==> src/rtl/rf_write_sched.sv <==
// Register-file write-port scheduler: zero/SP init sweep, then round-robin over ex/ld(/dbg).
// Define RF_SCHED_DEBUG_EN to let the debug requester join the rotation.
module rf_write_sched #(
  parameter logic [31:0] SP_INIT  = 32'd1023,
  parameter int          NUM_REGS = 32
) (
  input  logic        clk,
  input  logic        rst_n,
  input  logic        init_req,
  input  logic        ex_valid,
  output logic        ex_ready,
  input  logic [4:0]  ex_rd,
  input  logic [31:0] ex_data,
  input  logic        ld_valid,
  output logic        ld_ready,
  input  logic [4:0]  ld_rd,
  input  logic [31:0] ld_data,
  input  logic        dbg_valid,
  output logic        dbg_ready,
  input  logic [4:0]  dbg_rd,
  input  logic [31:0] dbg_data,
  output logic        rf_regWrite,
  output logic [4:0]  rf_rd,
  output logic [31:0] rf_writeData,
  output logic        init_done
);

`ifdef RF_SCHED_DEBUG_EN
  localparam int NREQ = 3;
`else
  localparam int NREQ = 2;
`endif
  localparam logic [4:0] LAST_REG = 5'(NUM_REGS - 1);

  typedef enum logic {S_INIT, S_RUN} state_e;

  state_e      state_q, state_d;
  logic [4:0]  cnt_q, cnt_d;
  logic [1:0]  ptr_q, ptr_d;
  logic        we_q, we_d;
  logic [4:0]  rd_q, rd_d;
  logic [31:0] data_q, data_d;
  logic        done_q, done_d;

  logic [3:0]  vld;
  logic [3:0]  rdy;
  logic        gnt_any;
  logic [1:0]  gnt_idx;
  logic [2:0]  slot;
  logic [4:0]  sel_rd;
  logic [31:0] sel_data;

`ifdef RF_SCHED_DEBUG_EN
  assign vld = {1'b0, dbg_valid, ld_valid, ex_valid};
`else
  assign vld = {2'b00, ld_valid, ex_valid};
  logic unused_dbg;
  assign unused_dbg = ^{dbg_valid, dbg_rd, dbg_data};
`endif

  // First valid slot at or after ptr, wrapping modulo NREQ.
  always_comb begin
    gnt_any = 1'b0;
    gnt_idx = 2'd0;
    slot    = 3'd0;
    for (int k = 0; k < NREQ; k++) begin
      slot = {1'b0, ptr_q} + 3'(k);
      if (slot >= 3'(NREQ)) slot = slot - 3'(NREQ);
      if (!gnt_any && vld[slot[1:0]]) begin
        gnt_any = 1'b1;
        gnt_idx = slot[1:0];
      end
    end
  end

  always_comb begin
    rdy = 4'd0;
    if (state_q == S_RUN && !init_req && gnt_any) rdy = 4'd1 << gnt_idx;
  end

  assign ex_ready = rdy[0];
  assign ld_ready = rdy[1];
`ifdef RF_SCHED_DEBUG_EN
  assign dbg_ready = rdy[2];
`else
  assign dbg_ready = 1'b0;
`endif

  always_comb begin
    sel_rd   = ex_rd;
    sel_data = ex_data;
    case (gnt_idx)
      2'd1: begin sel_rd = ld_rd;  sel_data = ld_data;  end
      2'd2: begin sel_rd = dbg_rd; sel_data = dbg_data; end
      default: ;
    endcase
  end

  always_comb begin
    state_d = state_q;
    cnt_d   = cnt_q;
    ptr_d   = ptr_q;
    we_d    = 1'b0;
    rd_d    = rd_q;
    data_d  = data_q;
    done_d  = done_q;
    case (state_q)
      S_INIT: begin
        // x0 is strobed too; the register file drops writes to it.
        we_d   = 1'b1;
        rd_d   = cnt_q;
        data_d = (cnt_q == 5'd2) ? SP_INIT : 32'd0;
        if (init_req) begin
          cnt_d = 5'd0;
        end else if (cnt_q == LAST_REG) begin
          cnt_d   = 5'd0;
          state_d = S_RUN;
          done_d  = 1'b1;
        end else begin
          cnt_d = cnt_q + 5'd1;
        end
      end
      S_RUN: begin
        if (init_req) begin
          state_d = S_INIT;
          cnt_d   = 5'd0;
          done_d  = 1'b0;
        end else if (|rdy) begin
          we_d   = (sel_rd != 5'd0);
          rd_d   = sel_rd;
          data_d = sel_data;
          ptr_d  = (gnt_idx == 2'(NREQ - 1)) ? 2'd0 : gnt_idx + 2'd1;
        end
      end
      default: state_d = S_INIT;
    endcase
  end

  always_ff @(posedge clk or negedge rst_n) begin
    if (!rst_n) begin
      state_q <= S_INIT;
      cnt_q   <= 5'd0;
      ptr_q   <= 2'd0;
      we_q    <= 1'b0;
      rd_q    <= 5'd0;
      data_q  <= 32'd0;
      done_q  <= 1'b0;
    end else begin
      state_q <= state_d;
      cnt_q   <= cnt_d;
      ptr_q   <= ptr_d;
      we_q    <= we_d;
      rd_q    <= rd_d;
      data_q  <= data_d;
      done_q  <= done_d;
    end
  end

  assign rf_regWrite  = we_q;
  assign rf_rd        = rd_q;
  assign rf_writeData = data_q;
  assign init_done    = done_q;

endmodule

==> config.mk <==
export PLATFORM = sky130hd
export DESIGN_NAME = rf_write_sched
export DESIGN_NICKNAME = d
export VERILOG_FILES = /design/src/rtl/rf_write_sched.sv
export SDC_FILE = /design/constraint.sdc
export NUM_CORES = 1
export LEC_CHECK = 0
export BUFFER_PORTS_ARGS = -buffer_cell sky130_fd_sc_hd__buf_2
export CORE_ASPECT_RATIO = 1.4
export CORE_MARGIN = 2
export CORE_UTILIZATION = 40
export CTS_CLUSTER_SIZE = 14
export DETAILED_ROUTE_END_ITERATION = 7
export GPL_ROUTABILITY_DRIVEN = 0
export GPL_TIMING_DRIVEN = 0
export PLACE_DENSITY = 0.82
export SLEW_MARGIN = 20
export SYNTH_ARGS = -nofsm -noshare
export SYNTH_HDL_FRONTEND = slang
export SYNTH_SLANG_ARGS = --single-unit
export TNS_END_PERCENT = 30
==> constraint.sdc <==
create_clock -name clk -period 2.4 [get_ports clk]
set_input_delay 0.24 -clock clk [delete_from_list [all_inputs] [get_ports clk]]
set_output_delay 0.24 -clock clk [all_outputs]
set_load 0.03 [all_outputs]
Yosys cells after proc, flatten, opt, wreduce, memory -nomap -nowiden
Index checks and enable logic that the tools add are counted.

storage, ports and cells
  register bits = 47
  input port bits = 117
  output and inout port bits = 42
  word-level logic and storage cells = 74

operators by class
  $add $sub $neg = 5
  order comparisons = 4
  equality and inequality tests = 9
  shift-type cells = 1
  muxes and demuxes = 36
  bitwise operators = 2
  reductions and logical operators = 10

operator list
  operator                                                           count
  case mux 32 bit (2 select lines)                                   2
  2-to-1 mux 32 bit                                                  2
  case mux 5 bit (2 select lines)                                    3
  2-to-1 mux 5 bit                                                   5
  2-to-1 mux 1 bit                                                   12
  2-to-1 mux 10 bit                                                  1
  2-to-1 mux 2 bit                                                   5
  inequality test 2 bit, second input constant                       4
  less-than comparator 2 x 3 -> 1 bit, second input constant         2
  case mux 1 bit (2 select lines)                                    3
  AND reduction 3 bit                                                2
  adder 5 x 1 -> 5 bit, second input constant                        1
  equality test 5 x 2 -> 1 bit, second input constant                1
  equality test 5 bit, second input constant                         1
  nonzero test 5 bit                                                 1
  binary-select mux 1 bit (select 2 bit)                             2
  2-to-1 mux 4 bit                                                   1
  OR reduction 4 bit                                                 1
  left shift 1 x 2 -> 4 bit, first input constant                    1
  subtractor 2 bit, second input constant                            2
  adder 2 x 1 -> 3 bit, second input constant                        1
  greater-or-equal comparator 3 x 2 -> 1 bit, second input constant  1
  logical AND 1 bit                                                  3
  adder 2 x 1 -> 2 bit, second input constant                        1
  7 further kinds                                                    9

Logic depth before layout (Yosys ltp)
  word-level depth = 14
  gate-level depth with buffers = 10

Worst setup path after synthesis
Ideal clock, no wire load.

  path kind = reg-to-reg
  start = register ptr_q[0]
  end = register rd_q[2], in the netlist rf_rd[2]
  library setup time = 137 ps
  arrival = 1908 ps
  data required time = 2263 ps
  path slack = 355 ps
  stages on the path, launching flop included = 8
  path buffers = 1
  clock period less this slack = 2045 ps
  cells stage by stage = dfrtp_1 > o21a_1 > ha_1 > or4_4 > o211ai_4 > buf_6 > mux2i_1 > a21oi_1

on the way
  word-level cells in the longest chain between the ends = 13

RTL lines
  what                                                           line  RTL
  start, declared                                                39    logic [1:0] ptr_q, ptr_d;
  start signal, assigned                                         151   ptr_q <= ptr_d;
  branches (longest 13 deep; another with adder 2 x 1 -> 3 bit)  --
  end signal, assigned                                           153   rd_q <= rd_d;
  end, declared                                                  41    logic [4:0] rd_q, rd_d;

Parallel ways; which one is timed is not known. The select of a mux whose other input is x is not followed.
A chain may end at the register's enable or synchronous reset.

Worst setup path in the final report
  start = register ptr_q[0]
  end = register data_q[21], in the netlist rf_writeData[21]

on the way
  word-level cells in the longest chain between the ends = 13

RTL lines
  what                                                           line  RTL
  branches (longest 13 deep; another with adder 2 x 1 -> 3 bit)  --
  end signal, assigned                                           154   data_q <= data_d;
  end, declared                                                  42    logic [31:0] data_q, data_d;

Parallel ways; which one is timed is not known. The select of a mux whose other input is x is not followed.

==> out/results.txt <==
From bottom edge to top edge, the die measures 102.3 um. The required time of the worst setup path was 2570 ps; the area of the mapped netlist was 2760 um^2. The number of antenna diodes in the final layout is 0.

The longest clock path from root to sink contains 2 buffers. The count of warnings emitted by yosys came out at 0. The initial core utilization is 0.4174.

The static leakage was 1.966 nW. The share of flip-flops with an asynchronous set or reset after synthesis came out at 1.000. Total congestion overflow after global routing: 0. The final clock period utilization by the worst path came out at 0.9414.

The slowest stage cell on the critical path was sky130_fd_sc_hd__or4_4. The run gives 2420 ps as the data arrival time of the critical path. CTS root buffer: sky130_fd_sc_hd__clkbuf_8. Each instance of the synthesized netlist takes up on average 8.339 um^2. The floorplan has 35 rows. The global-route total usage across every layer came out at 0.2375. For the clock sink total, the log shows 47. The path class of the lowest-slack min-delay path was input port to register. The number of DRC markers in iteration 0 is 182, and the deepest level of the CTS H-tree is 2. The routed via count is 3094.

The maximum number of pins on one net before global-route repair came out at 48. The startpoint kind of the worst setup timing path was a register. The worst setup path is captured at a register. Setup violations remaining at the end of the flow were counted as 0. The count of input and output buffers was 155; the initial antenna violation count was 0. Mean number of vias per cell: 5.235. The cell family contributing the most delay on the critical path is compound AO/OA/AOI/OAI gates.

The final critical delay including setup and external delays is 2259 ps. The final wirelength is 8.816 mm, and the clock edge transition at the registers on the reported setup and hold paths is 90 ps. The largest single stage delay on the critical path is 530 ps.

The dominant cell type by area after synthesis is sky130_fd_sc_hd__dfrtp_1. The final clock skew is 8.594 ps. The layout-stage area growth over the synthesis result was 37.67%; the area of the die was 7590 um^2. By area the synthesized netlist is led by sky130_fd_sc_hd__dfrtp_1, sky130_fd_sc_hd__a22oi_1, sky130_fd_sc_hd__o21ai_0, sky130_fd_sc_hd__nor2_1, sky130_fd_sc_hd__a21oi_1. The sequential share of the synthesized area came out at 0.4261.

Leading register cell type out of synthesis: sky130_fd_sc_hd__dfrtp_1. Traced cell by cell, the critical path runs through o21a_1 > ha_1 > or4_4 > o211ai_4 > clkbuf_1 > o21ai_0. The core area was 6613 um^2. The number of nets in the layout came out at 623.

The number of enable-type register cells in the synthesized netlist works out to 0. In the final routed layout, each cell accounts on average for 14.92 um. The tools report the utilization of the core after routing as 0.5746.

The commonest cells after synthesis are sky130_fd_sc_hd__dfrtp_1, sky130_fd_sc_hd__o21ai_0, sky130_fd_sc_hd__nor2_1, sky130_fd_sc_hd__a22oi_1, sky130_fd_sc_hd__a21oi_1. The max-slew violation count is 0, and the final hold slack is 218.0 ps. The number of global-route vias before repair came out at 2980. The flow ran to the end, and the final reports show no timing, DRC or antenna violations. The power density over the cells works out to 500.6 nW/um^2.

The sum of buffers and inverters on the critical path works out to 1. Across the run, the number of max-cap violations was 0. Setup repair after global routing could not meet its margin everywhere. The first detailed-routing pass took 5 iterations. The type of the worst setup path was register to register. At the pin with the least slew margin, the transition time is 659.6 ps. TritonCTS built the clock tree.

The top-area cell type share of the netlist area was 0.4261. Measured along the x axis, the die boundary spans 74.21 um. The first global-routing pass estimated 13.78 mm of wire. The maximum VDD drop is 0.2940 mV, and the number of buffers added by the clock tree synthesis step is 5.

Counting every instance in the synthesized netlist gives 331. Ratio of cells with drive above 1 in the final layout: 0.3547. The number of hold-slack violations in the final timing report was 0; the insertion delay to the later sink of the worst-skew pair was 300 ps.

The synthesis-stage register bit count was 47; the maximum frequency from static timing analysis was 442.6 MHz. For the top-level port count, the log shows 159. The maximum fanout along the worst path was 10; the HPWL after detailed placement was 6.851 mm.

After detailed routing, the number of remaining DRC violations is 0. The tools report the worst slew margin relative to its limit as 0.5586. The detail route stage leaves a number of antenna-violating nets equal to 0.

The synthesized netlist contains 30 unique library cells.
final timing paths:
check | from | to | slack (ps) | depth (start not counted)
max in group asynchronous | rst_n | rf_writeData[18] | 1490 | 2
worst max register to register | ptr_q[0] | rf_writeData[21] | 140 | 6
min in group asynchronous | rst_n | rf_writeData[6] | 480 | 2
worst min register to register | rf_writeData[15] | rf_writeData[15] | 510 | 2
worst max-delay path | ptr_q[0] | rf_writeData[21] | 140 | 6
worst min-delay path | ex_data[30] | rf_writeData[30] | 220 | 3
report_power, final:
part / total (mW) / leakage [nW] / switching [mW] / internal [mW]
Clock: 0.610 / 0.0612 / 0.273 / 0.337
Sequential: 0.837 / 0.635 / 0.0195 / 0.818
Combinational: 0.454 / 1.27 / 0.270 / 0.184
Total: 1.90 / 1.97 / 0.563 / 1.34
cells in the final DEF, fill, tap and decap left out, types with 2 or more instances in the layout:
cell type	Yosys	final
sky130_fd_sc_hd__a22oi_1	38	38
sky130_fd_sc_hd__buf_2	5	160
sky130_fd_sc_hd__clkbuf_1	13	10
sky130_fd_sc_hd__inv_1	16	16
sky130_fd_sc_hd__conb_1	2	6
sky130_fd_sc_hd__nor3_1	4	4
sky130_fd_sc_hd__nand2_1	23	23
sky130_fd_sc_hd__clkbuf_8	0	6
sky130_fd_sc_hd__ha_1	8	8
sky130_fd_sc_hd__a21oi_1	24	24
sky130_fd_sc_hd__o21ai_0	47	47
sky130_fd_sc_hd__mux2i_1	7	7
sky130_fd_sc_hd__buf_4	1	2
sky130_fd_sc_hd__buf_6	2	2
sky130_fd_sc_hd__dfrtp_1	47	47
sky130_fd_sc_hd__nand3_1	22	22
sky130_fd_sc_hd__a311oi_1	10	10
sky130_fd_sc_hd__buf_1	10	10
sky130_fd_sc_hd__nor2_1	40	40
sky130_fd_sc_hd__clkbuf_2	0	2
final cells by class:
class / instances / area (um^2)
fill: 584 / 2813
multi-input combinational: 241 / 1398
sequential: 47 / 1176
timing repair buffer: 156 / 788.3
buffer: 31 / 145.1
tap: 92 / 115.1
clock buffer: 6 / 82.58
inverter: 16 / 60.06
clock inverter: 2 / 35.03
metrics by stage:
stage          setup TNS, ps  instance area [um^2]  std cells  power, mW  worst slack [ps]
2_1_floorplan              0                  2775        335      1.108             355.1
4_1_cts                    0                  3786        590      1.900             28.80
3_5_place_dp               0                  3666        582      1.299             48.21
6_report                   0                  3800        591      1.902             140.7
3_3_place_gp               0                  3666        582      1.288             86.85
5_1_grt               -14.67                  3800        591      1.992            -14.67
routing by layer:
metal | part of all wire | global-route usage | up-vias
met5 | 0 | 0 | -
met4 | 0.0085 | 0.06154 | 0
li1 | - | - | 1513
met3 | 0.059 | 0.03156 | 10
met1 | 0.41 | 0.2767 | 1435
met2 | 0.52 | 0.4478 | 136
repair_timing:
action                                 in CTS  in global routing
hold buffers                                0                  1
endpoints found under the hold margin       0                 35
setup endpoints to repair                   1                 11
resized for setup                           2                  3
buffers inserted                            0                  0
kinds of logic (layout without fill, tap and decap cells):
logic type | count (synthesis) | after routing | share of synthesized area
compound gates | 125 | 125 | 0.2856
fa+ha+maj | 8 | 8 | 0.03627
buf+inv | 47 | 211 | 0.07299
flops | 47 | 47 | 0.4261
mux | 8 | 8 | 0.02947
other cells | 2 | 6 | 0.002721
simple gates | 94 | 94 | 0.1469
worst min-delay path: stages:
cell and delay (ps):
sky130_fd_sc_hd__buf_2 70, sky130_fd_sc_hd__o21ai_0 50, sky130_fd_sc_hd__o21ai_0 130
registers in the layout, summed over array words and instances (netlist names):
name	cells
ptr_q	2
rf_rd	5
init_done	1
rf_regWrite	1
state_q	1
rf_writeData	32
cnt_q	5
(Power assumes the default switching activity.)
